===== config.mk =====
export PLATFORM = sky130hd
export DESIGN_NAME = input_capture_pio
export DESIGN_NICKNAME = d
export VERILOG_FILES = /design/src/rtl/input_capture_pio.sv
export SDC_FILE = /design/constraint.sdc
export NUM_CORES = 1
export LEC_CHECK = 0
export CAP_MARGIN = 20
export CORE_ASPECT_RATIO = 0.8
export CORE_MARGIN = 2
export CORE_UTILIZATION = 45
export CTS_BUF_LIST = sky130_fd_sc_hd__clkbuf_16
export DETAILED_ROUTE_END_ITERATION = 7
export SYNTH_ARGS = -nofsm -noshare
export SYNTH_HDL_FRONTEND = slang
export SYNTH_SLANG_ARGS = --single-unit
export TNS_END_PERCENT = 20

===== constraint.sdc =====
create_clock -name clk_clk -period 2.25 [get_ports clk_clk]
set_input_delay 0.3375 -clock clk_clk [delete_from_list [all_inputs] [get_ports clk_clk]]
set_output_delay 0.3375 -clock clk_clk [all_outputs]
set_load 0.005 [all_outputs]

===== src/rtl/input_capture_pio.sv =====
// input_capture_pio: synchronised, debounced input PIO with edge capture, IRQ and an Avalon-MM register slave
module input_capture_pio #(
    parameter int WIDTH           = 16,
    parameter int SYNC_STAGES     = 2,
    parameter int DEBOUNCE_CYCLES = 50000
) (
    input  logic             clk_clk,
    input  logic             reset_reset_n,
    input  logic [WIDTH-1:0] in_export,
    input  logic [1:0]       avs_address,
    input  logic             avs_read,
    input  logic             avs_write,
    input  logic [31:0]      avs_writedata,
    output logic [31:0]      avs_readdata,
    output logic             irq
);
    localparam int CW = $clog2(DEBOUNCE_CYCLES + 1);
    localparam logic [CW-1:0] CNT_MAX = CW'(DEBOUNCE_CYCLES - 1);

    logic [WIDTH-1:0] sync_q [SYNC_STAGES];
    logic [CW-1:0]    cnt [WIDTH];
    logic [WIDTH-1:0] sync, stable, stable_d, rise, fall, set_bits, edge_q, mask, clr;
    logic [1:0]       cfg;
    logic [31:0]      rd_mux;
    logic             unused_wdata;

    assign sync         = sync_q[SYNC_STAGES-1];
    assign rise         = stable & ~stable_d;
    assign fall         = ~stable & stable_d;
    assign set_bits     = (rise & {WIDTH{cfg[0]}}) | (fall & {WIDTH{cfg[1]}});
    assign clr          = (avs_write && avs_address == 2'd1) ? avs_writedata[WIDTH-1:0] : '0;
    assign unused_wdata = ^avs_writedata;

    // metastability chain: each bit walks SYNC_STAGES flops before use
    always_ff @(posedge clk_clk or negedge reset_reset_n) begin
        if (!reset_reset_n) begin
            for (int k = 0; k < SYNC_STAGES; k++) sync_q[k] <= '0;
        end else begin
            sync_q[0] <= in_export;
            for (int k = 1; k < SYNC_STAGES; k++) sync_q[k] <= sync_q[k-1];
        end
    end

    // per-bit debounce: a new level must persist DEBOUNCE_CYCLES cycles before it is accepted
    always_ff @(posedge clk_clk or negedge reset_reset_n) begin
        if (!reset_reset_n) begin
            stable <= '0;
            for (int k = 0; k < WIDTH; k++) cnt[k] <= '0;
        end else begin
            for (int k = 0; k < WIDTH; k++) begin
                if (sync[k] == stable[k]) begin
                    cnt[k] <= '0;
                end else if (cnt[k] == CNT_MAX) begin
                    stable[k] <= sync[k];
                    cnt[k]    <= '0;
                end else begin
                    cnt[k] <= cnt[k] + 1'b1;
                end
            end
        end
    end

    // read mux; unimplemented bits are zero-extended away
    always_comb begin
        rd_mux = avs_address == 2'd0 ? 32'(stable) :
                 avs_address == 2'd1 ? 32'(edge_q) :
                 avs_address == 2'd2 ? 32'(mask)   : 32'(cfg);
    end

    // capture, W1C (set dominates), control registers, registered irq and read data
    always_ff @(posedge clk_clk or negedge reset_reset_n) begin
        if (!reset_reset_n) begin
            stable_d     <= '0;
            edge_q       <= '0;
            mask         <= '0;
            cfg          <= 2'b01;
            irq          <= 1'b0;
            avs_readdata <= '0;
        end else begin
            stable_d <= stable;
            edge_q   <= (edge_q & ~clr) | set_bits;
            irq      <= |(edge_q & mask);
            if (avs_write && avs_address == 2'd2) mask <= avs_writedata[WIDTH-1:0];
            if (avs_write && avs_address == 2'd3) cfg <= avs_writedata[1:0];
            if (avs_read) avs_readdata <= rd_mux;
        end
    end
endmodule

==> qor.csv <==
stage;metric;value;unit
sta;skew;0.0163;ns
floorplanning;fp.dieH;178;um
sta;final_max_slew_viol_count;0;
sta;finalCriticalPeriod;1.91;ns
power_and_ir_drop;ir_worst_vdd;0.485;mV
placement;place_area;18300;um^2
cts;clkTransAtPathRegs;0.06;ns
floorplanning;core_area;37200;um^2
cts;cts.sinks;371;
cells_and_area;n_fill_cell;3334;
cells_and_area;areaGrowthSynthToFinish;14.9;%
synth;synth_area;17100;um^2
status;violations;DRC;
synth;synth_top_flop_cell;dfrtp_1;
synth;ys_seq_elements;371;
synth;synth-edff-count;0;
critical_path;cp_slowest_stage_delay;0.56;ns
sta;setup_viol;0;
drt;ant_nets;0;
critical_path;critical_path_class;flop to flop;
cells_and_area;multiInputGateArea;7400;um^2
placement;dp_hpwl;23700;um
cts;post-cts-setup-buffers;0;
cells_and_area;drive_gt1_share;8.29;%
placement;portBuffers;54;
critical_path;r2r_slack;0.34;ns
placement;gp_congestion;0.847;
drt;routed_wl;34600;um
synth;ys_types;50;
sta;finalHoldViolations;0;
status;status;finished with violations;
cts;cts-buffers-inserted;39;
cts;cts_tree;done;
sta;maxSlewHeadroom;50.2;%
grt;grt_usage;18.2;%
drt;drtIter0Drc;763;
floorplanning;initial_core_util;45.9;%
grt;overflow;0;
power_and_ir_drop;cellPowerDensity;727;nW/um^2
synth;synth_cells;1655;
grt;grt_pass1_wl;59400;um
floorplanning;die_x;222;um
cts;cts-root-buf;clkbuf_16;
power_and_ir_drop;leakagePower;8.11;nW
synth;yosys_warnings;0;
flow_run;max-cap-violations;0;
sta;fmax;0.523;GHz
critical_path;path_cells;or4_1 -> or4_4 -> mux2_4;
critical_path;cp.arrival;2.33;ns
cts;cts.path.max_buffers;3;
sta;rsz0062_at_grt;no;
floorplanning;ios;87;
grt;grt_pass1_vias;11495;
drt;vias;11847;
critical_path;crit_slowest_cell;or4_4;
floorplanning;die_area;39500;um^2
sta;fin_setup_tns;0;ns
cts;clk_latency;0.54;ns
grt;antenna_found_initial;3;
synth;async_flop_share;100;%
cells_and_area;fin_area;19600;um^2
cells_and_area;regArea;9290;um^2
cells_and_area;final_net_count;1818;
grt;grt_max_degree;67;
min_path;min-delay-path-class;input port to flop;
sta;fin_crit_sh;85.0;%
critical_path;cp-end-kind;flop;
sta;worstMarginPinSlew;0.745;ns
drt;viasPerCell;5.23;
floorplanning;rows;63;
drt;routedWlPerCell;15.3;um
critical_path;cp.required;2.67;ns
drt;remaining_drc_errors;4;
critical_path;cp-start-kind;flop;
drt;detail_route.first_pass.iterations;7;
synth;ys_seq_area_share;54.4;%
cts;htreeDepth;2;
critical_path;path_max_fanout;4;
synth;avgSynthCellArea;10.3;um^2
==> stage by stage <==
stage	setup slack, ns	hold WS (ns)	std cells	util (%)	total power [mW]
after global routing	0.210	0.220	2262	52.7	14.9
final	0.339	0.236	2264	52.7	14.3
after global placement	0.193	0.332	2193	49.3	7.97
after detailed placement	0.176	0.335	2193	49.3	7.98
after floorplan	0.380	0.0419	1670	-	7.52
after CTS	0.329	0.209	2261	52.7	14.5
==> power by group <==
group | leakage, nW | internal (mW) | total (mW) | switching, mW
registers | 5.00 | 6.87 | 7.07 | 0.195
logic | 2.49 | 0.349 | 0.779 | 0.430
clock network | 0.615 | 3.76 | 6.42 | 2.66
total | 8.11 | 11.0 | 14.3 | 3.29
==> placed cells by master (no fill, tap or decap), types with 19 or more instances in the layout <==
cell type / n
clkdlybuf4s50_1: 53
inv_1: 47
nor3_1: 55
nor4_1: 69
clkbuf_16: 41
mux2_2: 35
buf_4: 27
nor2_1: 304
dfrtp_1: 370
and3_1: 19
xnor2_1: 174
a21oi_1: 40
nand2_1: 126
nand3_1: 87
nand4_1: 68
xor2_1: 53
==> final timing paths <==
path / end / from / depth (start not counted)
min in group asynchronous: sync[8]$_DFF_PN0_ / reset_reset_n / 2
worst min register to register: sync[10]$_DFF_PN0_ / sync_q[26]$_DFF_PN0_ / 0
worst max-delay path: stable[13]$_DFFE_PN0P_ / cnt[42]$_DFF_PN0_ / 3
worst min-delay path: sync_q[19]$_DFF_PN0_ / in_export[3] / 1
max in group asynchronous: cfg[0]$_DFFE_PN1P_ / reset_reset_n / 3
worst max register to register: stable[13]$_DFFE_PN0P_ / cnt[42]$_DFF_PN0_ / 3
==> area by class of cell <==
type	instances	area share (%)
timing repair buffer	88	4.48
inverter	44	0.842
sequential	371	47.3
multi-input combinational	1204	37.7
clock inverter	26	1.23
clock buffer	41	5.23
antenna	3	0.0383
tap	487	3.11
==> critical path: cells and delay by family (launching register included) <==
family	cells	cell delay, ns
DFF	1	0.41
muxes	1	0.31
and+or+nand+nor	2	1.08
==> cell usage after synthesis (14+ instances only) <==
library cell | count | share of area, %
mux2_2 | 35 | 2.3
inv_1 | 44 | 0.97
o22ai_1 | 14 | 0.51
clkbuf_1 | 22 | 0.48
buf_4 | 17 | 0.75
ha_1 | 16 | 1.2
mux2i_1 | 14 | 0.82
xnor2_1 | 174 | 8.9
a21o_1 | 14 | 0.62
nand4_1 | 68 | 2.5
and3_1 | 19 | 0.70
nor2_1 | 304 | 6.7
nand2_1 | 126 | 2.8
dfrtp_1 | 370 | 54
nand3_1 | 87 | 2.5
xor2_1 | 53 | 2.7
nor4bb_1 | 14 | 0.82
nor4_1 | 69 | 2.5
nor3_1 | 55 | 1.6
a21oi_1 | 40 | 1.2
==> cells by family (layout without fill, tap and decap cells) <==
family,count (synthesis),in the layout,synth area share [%]
AND/OR/NAND/NOR,795,795,22.5
flip-flops,371,371,54.4
XOR/XNOR,227,227,11.6
AO/OA/AOI/OAI,98,98,4.16
buffers and inverters,95,199,2.62
multiplexers,52,52,3.48
adder cells (fa/ha/maj),16,16,1.17
other,1,19,0.0220
==> what timing repair did <==
| item | CTS | global route |
|---|---|---|
| hold buffers | 1 | 0 |
| hold endpoints to repair | 56 | 0 |
| gates resized for setup | 0 | 0 |
==> metal layers <==
layer,GRT usage (%),share of wire (%)
met2,27.3,43
met4,5.46,2.6
met3,3.48,4.1
met1,26.9,51
met5,0,0.069
==> state kept, by name (all words and copies together), names as in the netlist, 2 cells and up <==
| signal | count |
|---|---|
| stable | 16 |
| sync | 16 |
| stable_d | 16 |
| sync_q | 16 |
| edge_q | 16 |
| cnt | 256 |
| avs_readdata | 16 |
| cfg | 2 |
| mask | 16 |
Note: power is estimated with default switching activity, not from simulation.
